$ cat src/rtl/tcp_tx_pkg.sv
// Shared constants for the TCP transmit framer: FSM encoding, byte-index width,
// and the byte-lane selector used for both byte orders.
package tcp_tx_pkg;

    localparam int IDX_W = 2;

    typedef logic [IDX_W-1:0] byte_idx_t;

    localparam byte_idx_t LAST_IDX = 2'd3;

    localparam logic [1:0] ST_IDLE  = 2'd0;
    localparam logic [1:0] ST_SEND  = 2'd1;
    localparam logic [1:0] ST_CLOSE = 2'd2;

    // Byte n of a word in transmit order: MSB-first sends [31:24] first.
    function automatic logic [7:0] select_byte(input logic [31:0] word,
                                               input byte_idx_t   idx,
                                               input bit          msb_first);
        logic [4:0] shift;
        shift = msb_first ? {LAST_IDX - idx, 3'b000} : {idx, 3'b000};
        return 8'(word >> shift);
    endfunction

endpackage

$ cat src/rtl/tcp_tx_framer_if.sv
// Bundle of the upstream FWFT FIFO and downstream TCP user-port signals.
// The framer takes the master side; the FIFO/TCP environment takes the slave side.
interface tcp_tx_framer_if;

    logic        FIFO_EMPTY;
    logic [31:0] FIFO_DATA;
    logic        FIFO_READ;
    logic        USR_ACTIVE;
    logic        USR_CLOSE_REQ;
    logic        USR_CLOSE_ACK;
    logic        USR_TX_AFULL;
    logic        USR_TX_WE;
    logic [7:0]  USR_TX_WD;

    modport master (
        input  FIFO_EMPTY, FIFO_DATA, USR_ACTIVE, USR_CLOSE_REQ, USR_TX_AFULL,
        output FIFO_READ, USR_CLOSE_ACK, USR_TX_WE, USR_TX_WD
    );

    modport slave (
        output FIFO_EMPTY, FIFO_DATA, USR_ACTIVE, USR_CLOSE_REQ, USR_TX_AFULL,
        input  FIFO_READ, USR_CLOSE_ACK, USR_TX_WE, USR_TX_WD
    );

endinterface

$ cat src/rtl/tcp_tx_framer.sv
// Splits 32-bit words from a FWFT FIFO into a registered byte stream for a TCP
// transmit port, honouring almost-full back-pressure, connection loss and close.
module tcp_tx_framer
    import tcp_tx_pkg::*;
#(
    parameter bit MSB_FIRST = 1'b1,
    parameter int CNT_WIDTH = 32
) (
    input  logic                 BUS_CLK,
    input  logic                 RSTn,
    tcp_tx_framer_if.master      bus,
    output logic [CNT_WIDTH-1:0] WORD_CNT,
    output logic [15:0]          DROP_CNT,
    output logic                 BUSY
);

    logic [1:0]           state_q, state_d;
    byte_idx_t            idx_q, idx_d;
    logic [31:0]          word_q, word_d;
    logic                 we_q, we_d;
    logic [7:0]           wd_q, wd_d;
    logic                 ack_q, ack_d;
    logic [CNT_WIDTH-1:0] word_cnt_q, word_cnt_d;
    logic [15:0]          drop_cnt_q, drop_cnt_d;

    logic byte_sent;
    logic pop_ok;
    logic fifo_read;

    // The last byte of a word and the next pop share a cycle, which is what
    // sustains one byte per cycle across word boundaries.
    assign byte_sent = (state_q == ST_SEND) && bus.USR_ACTIVE && !bus.USR_TX_AFULL;
    assign pop_ok    = RSTn && bus.USR_ACTIVE && !bus.FIFO_EMPTY && !bus.USR_CLOSE_REQ;
    assign fifo_read = pop_ok &&
                       ((state_q == ST_IDLE) || (byte_sent && (idx_q == LAST_IDX)));

    always_comb begin
        state_d    = state_q;
        idx_d      = idx_q;
        word_d     = word_q;
        we_d       = 1'b0;
        wd_d       = wd_q;
        word_cnt_d = word_cnt_q;
        drop_cnt_d = drop_cnt_q;
        ack_d      = (state_q == ST_CLOSE) && bus.USR_CLOSE_REQ;

        case (state_q)
            ST_IDLE: begin
                if (bus.USR_CLOSE_REQ) begin
                    state_d = ST_CLOSE;
                end
            end
            ST_SEND: begin
                if (!bus.USR_ACTIVE) begin
                    state_d = ST_IDLE;
                    idx_d   = '0;
                    if (drop_cnt_q != 16'hFFFF) begin
                        drop_cnt_d = drop_cnt_q + 16'd1;
                    end
                end else if (byte_sent) begin
                    we_d  = 1'b1;
                    wd_d  = select_byte(word_q, idx_q, MSB_FIRST);
                    idx_d = idx_q + byte_idx_t'(1);
                    if (idx_q == LAST_IDX) begin
                        word_cnt_d = word_cnt_q + CNT_WIDTH'(1);
                        state_d    = bus.USR_CLOSE_REQ ? ST_CLOSE : ST_IDLE;
                    end
                end
            end
            ST_CLOSE: begin
                if (!bus.USR_CLOSE_REQ) begin
                    state_d = ST_IDLE;
                end
            end
            default: state_d = ST_IDLE;
        endcase

        if (fifo_read) begin
            word_d  = bus.FIFO_DATA;
            idx_d   = '0;
            state_d = ST_SEND;
        end
    end

    always_ff @(posedge BUS_CLK or negedge RSTn) begin
        if (!RSTn) begin
            state_q    <= ST_IDLE;
            idx_q      <= '0;
            word_q     <= '0;
            we_q       <= 1'b0;
            wd_q       <= '0;
            ack_q      <= 1'b0;
            word_cnt_q <= '0;
            drop_cnt_q <= '0;
        end else begin
            state_q    <= state_d;
            idx_q      <= idx_d;
            word_q     <= word_d;
            we_q       <= we_d;
            wd_q       <= wd_d;
            ack_q      <= ack_d;
            word_cnt_q <= word_cnt_d;
            drop_cnt_q <= drop_cnt_d;
        end
    end

    assign bus.FIFO_READ     = fifo_read;
    assign bus.USR_TX_WE     = we_q;
    assign bus.USR_TX_WD     = wd_q;
    assign bus.USR_CLOSE_ACK = ack_q;
    assign WORD_CNT          = word_cnt_q;
    assign DROP_CNT          = drop_cnt_q;
    assign BUSY              = (state_q != ST_IDLE);

endmodule

$ cat src/flat_wrapper.sv
// flat-port wrapper written by rule: the top's interface ports become plain ports
module tcp_tx_framer_flat import tcp_tx_pkg::*;
#(
    parameter bit MSB_FIRST = 1'b1,
    parameter int CNT_WIDTH = 32
)
  (BUS_CLK, RSTn, WORD_CNT, DROP_CNT, BUSY, bus_FIFO_EMPTY, bus_FIFO_DATA, bus_USR_ACTIVE, bus_USR_CLOSE_REQ, bus_USR_TX_AFULL, bus_FIFO_READ, bus_USR_CLOSE_ACK, bus_USR_TX_WE, bus_USR_TX_WD);
  tcp_tx_framer_if bus_i ();
  input  logic BUS_CLK;
  input  logic RSTn;
  output logic [CNT_WIDTH-1:0] WORD_CNT;
  output logic [15:0] DROP_CNT;
  output logic BUSY;
  input wire logic [$bits(bus_i.FIFO_EMPTY)-1:0] bus_FIFO_EMPTY;
  input wire logic [$bits(bus_i.FIFO_DATA)-1:0] bus_FIFO_DATA;
  input wire logic [$bits(bus_i.USR_ACTIVE)-1:0] bus_USR_ACTIVE;
  input wire logic [$bits(bus_i.USR_CLOSE_REQ)-1:0] bus_USR_CLOSE_REQ;
  input wire logic [$bits(bus_i.USR_TX_AFULL)-1:0] bus_USR_TX_AFULL;
  output wire logic [$bits(bus_i.FIFO_READ)-1:0] bus_FIFO_READ;
  output wire logic [$bits(bus_i.USR_CLOSE_ACK)-1:0] bus_USR_CLOSE_ACK;
  output wire logic [$bits(bus_i.USR_TX_WE)-1:0] bus_USR_TX_WE;
  output wire logic [$bits(bus_i.USR_TX_WD)-1:0] bus_USR_TX_WD;
  assign bus_i.FIFO_EMPTY = bus_FIFO_EMPTY;
  assign bus_i.FIFO_DATA = bus_FIFO_DATA;
  assign bus_i.USR_ACTIVE = bus_USR_ACTIVE;
  assign bus_i.USR_CLOSE_REQ = bus_USR_CLOSE_REQ;
  assign bus_i.USR_TX_AFULL = bus_USR_TX_AFULL;
  assign bus_FIFO_READ = bus_i.FIFO_READ;
  assign bus_USR_CLOSE_ACK = bus_i.USR_CLOSE_ACK;
  assign bus_USR_TX_WE = bus_i.USR_TX_WE;
  assign bus_USR_TX_WD = bus_i.USR_TX_WD;
  tcp_tx_framer #(.MSB_FIRST(MSB_FIRST), .CNT_WIDTH(CNT_WIDTH)) u_core (.BUS_CLK(BUS_CLK), .RSTn(RSTn), .bus(bus_i), .WORD_CNT(WORD_CNT), .DROP_CNT(DROP_CNT), .BUSY(BUSY));
endmodule
$ cat config.mk
export PLATFORM = sky130hd
export DESIGN_NAME = tcp_tx_framer_flat
export DESIGN_NICKNAME = d
export VERILOG_FILES = /design/src/rtl/tcp_tx_pkg.sv /design/src/rtl/tcp_tx_framer_if.sv /design/src/rtl/tcp_tx_framer.sv /design/src/flat_wrapper.sv
export SDC_FILE = /design/constraint.sdc
export NUM_CORES = 1
export LEC_CHECK = 0
export BUFFER_PORTS_ARGS = -buffer_cell sky130_fd_sc_hd__buf_2
export CORE_MARGIN = 2
export CORE_UTILIZATION = 50
export CTS_CLUSTER_DIAMETER = 50
export DETAILED_ROUTE_END_ITERATION = 8
export PLACE_DENSITY = 0.77
export SLEW_MARGIN = 30
export SYNTH_ARGS = -nofsm -noshare
export SYNTH_HDL_FRONTEND = slang
export SYNTH_SLANG_ARGS = --single-unit
$ cat constraint.sdc
create_clock -name BUS_CLK -period 4.3 [get_ports BUS_CLK]
set_clock_uncertainty 0.1 [all_clocks]
set_input_delay 0.86 -clock BUS_CLK [delete_from_list [all_inputs] [get_ports BUS_CLK]]
set_output_delay 0.86 -clock BUS_CLK [all_outputs]
set_load 0.005 [all_outputs]
# [Yosys cells after proc, flatten, opt, wreduce, memory -nomap -nowiden]
# Index checks and enable logic that the tools add are counted.
[word_totals] ff_bits=94 out_inout_bits=60 elab_cells=58
[op_classes] n_addsub=4 eq_ne=9 n_shift=1 muxes=15 bitwise=1 reduce_logical=20
[op_table] operator="$add 32x1->32 const B" n=1
[op_table] operator="$shr 32x5->8" n=1
[op_table] operator="$mux 2" n=11
[op_table] operator="$add 16x1->16 const B" n=1
[op_table] operator="$ne 16x16->1 const B" n=1
[op_table] operator="$logic_and 1x1->1" n=8
[op_table] operator="$reduce_and 4->1" n=2
[op_table] operator="$ne 3x3->1 const B" n=2
[op_table] operator="$pmux 2 s3" n=1
[op_table] operator="$reduce_and 3->1" n=2
[op_table] operator="$eq 2x2->1 const B" n=2
[op_table] operator="$ne 4x3->1 const B" n=1
[op_table] operator="$ne 4x4->1 const B" n=1
[op_table] operator="$reduce_bool 2->1" n=2
[op_table] operator="$logic_not 1->1" n=3
[op_table] operator="$mux 1" n=3
[op_table] operator="$ne 3x1->1 const B" n=1
[op_table] operator="$add 2x1->2 const B" n=1
[op_table] operator="$eq 2x1->1 const B" n=1
[op_table] operator="$logic_not 2->1" n=1
[op_table] operator="$reduce_and 2->1" n=1
[op_table] operator="$sub 2x2->2 const A" n=1
[op_table] operator="$logic_or 1x1->1" n=1
[op_table] operator="$not 1->1" n=1

# [Longest topological paths before layout]
# Gate-level depths: netlist of run 1.
[logic_depth] depth_word=8 mapped_depth=7

# [Worst setup path after synthesis of run 1]
# No wires, ideal clock.
[synth_timing] path_kind="input-to-output" startpoint="input port bus_USR_TX_AFULL" endpoint="output port bus_FIFO_READ" t_arrival_ps=2136 t_required_ps=3340 slack_ps=1204 cell_stages=6 path_cell_list="nand4bb_1 > buf_2 > inv_2 > nand2_2 > a2111oi_4 > buf_6"
[synth_via] elab_chain_len=5
[synth_rtl] item="start, declared" line_no="flat_wrapper.sv:18" source="input wire logic [$bits(bus_i.USR_TX_AFULL)-1:0] bus_USR_TX_AFULL;"
[synth_rtl] item="$logic_not 1->1" line_no="tcp_tx_framer.sv:32" source="assign byte_sent = (state_q == ST_SEND) && bus.USR_ACTIVE && !bus.USR_TX_AFULL;"
[synth_rtl] item="$logic_and 1x1->1" line_no="tcp_tx_framer.sv:32"
[synth_rtl] item="$logic_and 1x1->1" line_no="tcp_tx_framer.sv:35" source="((state_q == ST_IDLE) || (byte_sent && (idx_q == LAST_IDX)));"
[synth_rtl] item="$logic_or 1x1->1" line_no="tcp_tx_framer.sv:35"
[synth_rtl] item="$logic_and 1x1->1" line_no="tcp_tx_framer.sv:34" source="assign fifo_read = pop_ok &&"
[synth_rtl] item="end, declared" line_no="flat_wrapper.sv:19" source="output wire logic [$bits(bus_i.FIFO_READ)-1:0] bus_FIFO_READ;"
# No other way between the ends.

# [Worst setup path in the final report of run 1]
# Same ends and word-level chain as after synthesis.

==> reports/summary.md, run 1 <==
The run finished with clean final reports. The largest net degree at the start of global routing was 60; the worst-case reg-to-reg path depth was 5. The insertion delay of the later-clocked pin in the worst-skew pair is 360 ps, and the count of input and output buffers is 97. In this run, post-CTS hold repair placed 0 buffers. For the final routed database, the setup TNS stands at 0 ps. Using the TritonRoute via totals, the vias-per-cell ratio works out to 5.193.

The kind of launch point of the worst setup path was a primary input. The number of synthesized flops with an enable pin is 0. The number of antenna diodes was 0; the static leakage was 2.555 nW. The total nets after synthesis was 368; the number of levels the H-tree was split into was 3. Once detail routing completed, the nets flagged for antenna violations numbered 0. TritonCTS built the clock tree. The critical path in this run is classified as in -> out. The share of layout cells above drive strength 1 was 36.26%; the detailed router's first-iteration violation count was 114. For the count of pins over their slew limit, the log shows 0. During synthesis, Yosys emitted a total of 0 warnings. For the post-synthesis cell type count, the log shows 39. Synthesis inferred 94 register bits. After detailed routing, the number of remaining DRC violations is 0. The worst path in the final design needs a cycle of 3182 ps, including I/O delays and setup. Wire length on met3: 580 um. The detailed router put a total of 3.514 mm of wire on met1.

The overall routed net length is 8.002 mm. The post-synthesis simple-gate area fraction came out at 15.34%. For flop-to-flop paths, the worst setup slack is 1660 ps.

The floorplan has 33 rows. The tightest min-delay check is of the in -> async type. For this run, the leading register cell type out of synthesis is dfrtp_1.

Among all cell types in the netlist, the one instantiated most often is dfrtp_1. STA classifies the critical path endpoint as a primary output. For the sink count of the clock tree, the log shows 94. Max-cap violations in this run came to 0.

After synthesis, the cell types taking the most area are dfrtp_1 (57%), mux2_2 (7.4%), xnor2_1 (5.5%). For the number of antenna violations at the first check in global routing, the log shows 0. The wire length per cell after detailed routing is 14.87 um.

Counting the buffers created by CTS gives 9. The die boundary height came out at 94.86 um. Power comes to 1.934 mW. The tightest slew margin relative to the limit is 46.17%. In this run the critical register-to-register path is launched from u_core.idx_q[0]. The pre-CTS setup slack is 1109 ps, and the share of the synthesized area in compound gates (AO/OA/AOI/OAI) is 1.576%.

The die covers 8998 sq um. The clock passes through at most 2 buffers. Setup repair after global routing left no endpoint under its margin. In this run, the combinational gates consume 10.0% of the power. The clock network accounts for 36.3% of the total power. For this run, the detailed router's first-pass iteration total came to 4. The commonest cells after synthesis are dfrtp_1 (94), nand2_1 (47), mux2_2 (27), xnor2_1 (26), xor2_1 (20). The fraction of registers with async set or reset after synthesis was 100.0%; the die width was 94.86 um.

After synthesis, the largest area contributor takes up 56.99% of total cell area. Timing would allow up to 314.3 MHz. The highest metal layer with signal wires is met4. The area growth from synthesis to layout is 20.04%. For the number of endpoints with negative hold slack in the final report, the log shows 0. Multiplexer cells account for 13.64% of the synthesized area. The cell area that synthesis handed to floorplanning was 4128 sq um. Net switching is 22.43% of the power. Data on the critical path is required at its endpoint by 3340 ps. The maximum fanout along the worst path is 15, and the global-route wire length before repair is 13.53 mm. For this block, the via count after detailed routing is 2,794. The internal power of the cells totals 1.500 mW. The root buffer cell is clkbuf_8.

Gates resized during post-CTS repair numbered 0. For the worst setup path, the data arrival time is 2220 ps. For this run, the total global-route usage over all layers was measured as 19.62%. The worst path uses 74.00% of the clock period.

The transition at the pin with the smallest max-transition slack is 801.3 ps. Registers are responsible for 53.7% of the overall power. After synthesis, flip-flops and latches occupy 56.99% of the total area.

Routability-driven placement finished with a final weighted congestion of 0.7719. Summed over all instances, the cell type with the most area after synthesis is dfrtp_1. The sum of net half-perimeters after detailed placement is 5.760 mm, and the maximum vdd ir drop is 0.3234 mV.

Once the clock tree was built, the setup fixing pass inserted 0 buffers. During I/O placement, the number of pins put on the boundary was 98. Synthesis handed over a netlist of 327 instances. Setup violations remaining at the end of the flow were counted as 0.

Across all hold checks on the routed design, the worst slack comes to 348.6 ps. The combinational family with the most area after synthesis is simple AND/OR/NAND/NOR gates. Dividing the synthesized area by the synthesized cell count gives 12.62 sq um.

The synthesized-area fraction occupied by adder cells is 0.9094%. In the post-route analysis, the smallest setup slack over all paths is 1118 ps. Summed over all layers, the global routing overflow is 0. The core area was 8093 sq um; the clock input transition at the sequential cells of the worst setup and hold paths was 90 ps. The final layout net count was 469. The initial utilization of the core area, before any placement, comes to 51.00%.

The analysis attributes to net switching a power of 0.4338 mW. The endpoint of the worst register-to-register path is u_core.word_q[8]. The xor and xnor fraction of the mapped netlist area came out at 9.761%. For the number of global-route vias before repair, the log shows 2,819. The tools report the met2 wire length as 3.821 mm.

The power density over the cells is 390.3 nW/um^2.
cells in the final DEF (no fill, tap or decap), drive strengths merged, types with 2 or more instances in the layout:
master / Yosys / final
buf: 7 / 100
ha: 3 / 3
xor2: 20 / 20
nand3: 14 / 14
nor4: 2 / 2
nor2: 16 / 16
xnor2: 26 / 26
mux2: 34 / 34
dfrtp: 94 / 94
nor2b: 3 / 3
bufinv: 0 / 3
clkbuf: 3 / 11
nand4: 14 / 14
nand2: 48 / 48
inv: 3 / 3
mux4: 8 / 8
nor3: 5 / 5
and4: 4 / 4
and3: 8 / 8
sequential cells by signal (all words and copies together), names as in the netlist:
name / flops
u_core.bus.USR_CLOSE_ACK: 1
u_core.state_q: 2
u_core.idx_q: 2
u_core.DROP_CNT: 16
u_core.WORD_CNT: 32
u_core.word_q: 32
u_core.bus.USR_TX_WD: 8
u_core.bus.USR_TX_WE: 1
kinds of logic after synthesis:
family | Yosys count
multiplexers | 42
AND/OR/NAND/NOR | 123
buffers and inverters | 13
flip-flops | 94
adder cells (fa/ha/maj) | 3
XOR/XNOR | 46
AO/OA/AOI/OAI | 6
worst max-delay path: stages:
cell,delay [ps]
buf_2,110
nand4bb_1,180
buf_4,210
inv_2,170
nand2_2,100
a2111oi_4,410
buf_2,190
worst max-delay path by stage:
stage                                start       endpoint  slack (ps)  cells after the start
after floorplan           bus_USR_TX_AFULL  bus_FIFO_READ        1200                      6
after global placement    bus_USR_TX_AFULL  bus_FIFO_READ        1110                      7
after detailed placement  bus_USR_TX_AFULL  bus_FIFO_READ        1110                      7
after CTS                 bus_USR_TX_AFULL  bus_FIFO_READ        1110                      7
after global routing      bus_USR_TX_AFULL  bus_FIFO_READ        1010                      7
final                     bus_USR_TX_AFULL  bus_FIFO_READ        1120                      7
cell type report:
class                   count  area (sq um)
fillers                   687          3138
flip-flops and latches     94          2352
inverters                   3         11.26
multi-input cells         220          1702
repair buffers            100         510.5
clock buffers              11         141.4
well taps                 105         131.4
clock inverters             5         106.4
per-layer routing:
metal / GRT usage [%] / up-vias
li1: - / 1343
met1: 25.20 / 1361
met2: 31.44 / 80
met3: 6.544 / 10
met4: 6.522 / 0
met5: 0 / -
power groups by stage:
| stage | Clock (mW) | Sequential, mW | Combinational [mW] |
|---|---|---|---|
| floorplan | 0 | 1.03 | 0.131 |
| global placement | 0 | 1.05 | 0.189 |
| detailed placement | 0 | 1.06 | 0.197 |
| CTS | 0.721 | 1.04 | 0.198 |
| global route | 0.758 | 1.05 | 0.217 |
| finish | 0.702 | 1.04 | 0.193 |
stage by stage:
stage,instances,util [%],area (sq um)
2_1_floorplan,327,-,4128
3_3_place_gp,522,58.16,4707
3_5_place_dp,522,58.16,4707
4_1_cts,538,61.22,4955
5_1_grt,538,61.22,4955
6_report,538,61.22,4955
(Power assumes the default switching activity.)
==> run 2: changes to the inputs <==
--- a/config.mk
+++ b/config.mk
@@ -7,7 +7,7 @@
 export LEC_CHECK = 0
 export BUFFER_PORTS_ARGS = -buffer_cell sky130_fd_sc_hd__buf_2
 export CORE_MARGIN = 2
-export CORE_UTILIZATION = 50
+export CORE_UTILIZATION = 48
 export CTS_CLUSTER_DIAMETER = 50
 export DETAILED_ROUTE_END_ITERATION = 8
 export PLACE_DENSITY = 0.77
==> constraint.sdc (replaced) <==
create_clock -name BUS_CLK -period 2.8 [get_ports BUS_CLK]
set_clock_uncertainty 0.1 [all_clocks]
set_input_delay 0.56 -clock BUS_CLK [delete_from_list [all_inputs] [get_ports BUS_CLK]]
set_output_delay 0.56 -clock BUS_CLK [all_outputs]
set_load 0.005 [all_outputs]
==> reports/summary.md, run 2 (synthesized netlist as in run 1, its figures left out) <==
The run finished with clean final reports. Among cell families on the critical path, the largest total delay comes from compound AO/OA/AOI/OAI gates. The maximum fanout along the worst path came out at 6. Count of pins over their slew limit: 0.

Setup repair after global routing left no endpoint under its margin. In the global route stage, overall resource usage came out at 18.60%. In this run the number of H-tree levels came out at 3. Number of CTS-inserted buffers: 9. The die is 96.73 um tall. The sink count of the clock tree came out at 94.

In this run the critical register-to-register path is launched from u_core.state_q[1]. The number of global-route vias before repair is 2,891. TritonCTS built the clock tree. Master of the slowest instance on the critical path: a2111oi_4. The insertion delay of the later-clocked pin in the worst-skew pair is 360 ps. The average via count per standard cell was 5.125; the quantity of gates resized following cts was 0. Area enclosed by the die boundary: 9357 sq um.

With fillers left out, the area of the finished cells amounts to 5016 sq um. Leftover overflow at the end of global routing: 0. The run gives 33 as the number of cell rows. After layout, the worst path uses 93.78% of the clock period. In this run the worst setup path begins at u_core.state_q[1].

After detailed placement, the total cell area comes to 4772 sq um. In this run the remaining antenna-violating nets after routing total 0. The top cell types in the final layout, fill and taps aside, are buf_2 (96), dfrtp_1 (94), nand2_1 (47). Data on the critical path is required at its endpoint by 2140 ps. The maximum vdd ir drop is 0.3464 mV, and the via count is 2,793.

The logs give 2.595 nW for the static leakage and 0 for the total of endpoints with negative setup slack in the final report. Max-cap violations in this run came to 0. The total DRC errors in the routed layout was 0; the number of antenna diodes was 0. The detailed-router iteration count before antenna repair is 4, and the weighted congestion at the end of routability-driven global placement is 0.8219. After detailed routing, the average wire length per cell comes to 15.18 um. The clock input transition at the sequential cells of the worst setup and hold paths was 90 ps; the tightest slew margin relative to the limit was 59.89%. The critical path capture point type is a primary output. Post-CTS timing repair inserted 0 buffers for setup. After layout, the minimum clock period comes to 2626 ps. The class of the tightest hold or removal check is in -> async. The start-to-end type of the worst setup path is reg -> out. The initial utilization of the core area, before any placement, comes to 49.98%.

The filler cells instantiated in the layout total 703. Derived from the worst setup path, the maximum achievable clock frequency is 380.8 MHz. From left edge to right edge, the die measures 96.73 um. The tools report the sum of net half-perimeters after detailed placement as 6.000 mm. The cell sitting at the root of the clock tree is a clkbuf_8. The core area is 8258 sq um, and the power density over the cells is 593.2 nW/um^2.

The final layout net count is 476, and the endpoint arrival time on the critical path is 1970 ps. The design draws 2.976 mW. The logs give 0 for the number of endpoints with negative hold slack in the final report and 0 for the hold-fix buffer count after cts. Leaving out fill and tap cells, the most frequent cell in the layout is buf_2. The post-route netlist has 37.50% of its cells at a drive strength greater than 1.

The final layout contains routed wiring with a total length of 8.273 mm. At the pin with the least slew margin, the transition time is 601.7 ps. Pin placement for this block handled 98 I/O pins. The first global-routing pass estimated 14.08 mm of wire. Compared with the post-synthesis result, the final layout area differs by 21.52%. The number of antenna violations at the first check in global routing was 0.

In this run, the number of DRC markers left after iteration 0 of detailed routing was 70. The maximum buffer depth of the clock tree was 2. In this run the tool buffered the top-level ports with 97 buffer cells. The tools report the largest net degree at the start of global routing as 49. The signal on the critical path passes through or2_2 > a2111oi_4 > buf_2. The sum of buffers and inverters on the critical path works out to 1. Kind of launch point of the worst setup path: a register. For the final routed database, the setup TNS stands at 0 ps. For this run, the slowest stage of the critical path takes 630 ps.
## run 2: area by class of cell
cell class	count	area (sq um)	share of cell area, %
clock buffers	9	123.9	2.469
clock inverters	7	120.1	2.395
inverters	3	11.26	0.2245
multi-input cells	220	1702	33.92
flip-flops and latches	94	2352	46.89
well taps	105	131.4	2.619
repair buffers	107	575.6	11.47
## run 2: routing by layer
metal | wire, um | global-route usage, %
met1 | 3654 | 24.69
met3 | 482 | 5.853
met5 | 0 | 0
met2 | 4057 | 29.54
met4 | 79 | 5.525
## run 2: final timing paths
path / slack [ps] / depth (start not counted) / end
min in group BUS_CLK: 310 / 2 / u_core.word_q[3]
worst max-delay path: 170 / 3 / bus_FIFO_READ
max in group asynchronous: 1360 / 3 / u_core.WORD_CNT[21]
worst min register to register: 380 / 1 / u_core.WORD_CNT[31]
worst min-delay path: 200 / 2 / u_core.word_q[5]
worst max register to register: 570 / 4 / u_core.word_q[21]
## run 2: where the power goes
| part | switching, mW | internal (mW) | total, mW |
|---|---|---|---|
| clock | 0.485 | 0.596 | 1.08 |
| combinational | 0.119 | 0.191 | 0.310 |
| sequential | 0.0859 | 1.50 | 1.58 |
| total | 0.690 | 2.29 | 2.98 |
## run 2: per-stage QoR
step	worst slack (ps)	hold WS, ps	std cells	utilization, %
floorplan	304.2	164.4	327	-
global placement	216.5	350.4	529	57.79
detailed placement	223.9	358.6	529	57.79
CTS	86.43	203.2	545	60.74
global route	22.97	243.4	545	60.74
finish	174.0	200.1	545	60.74
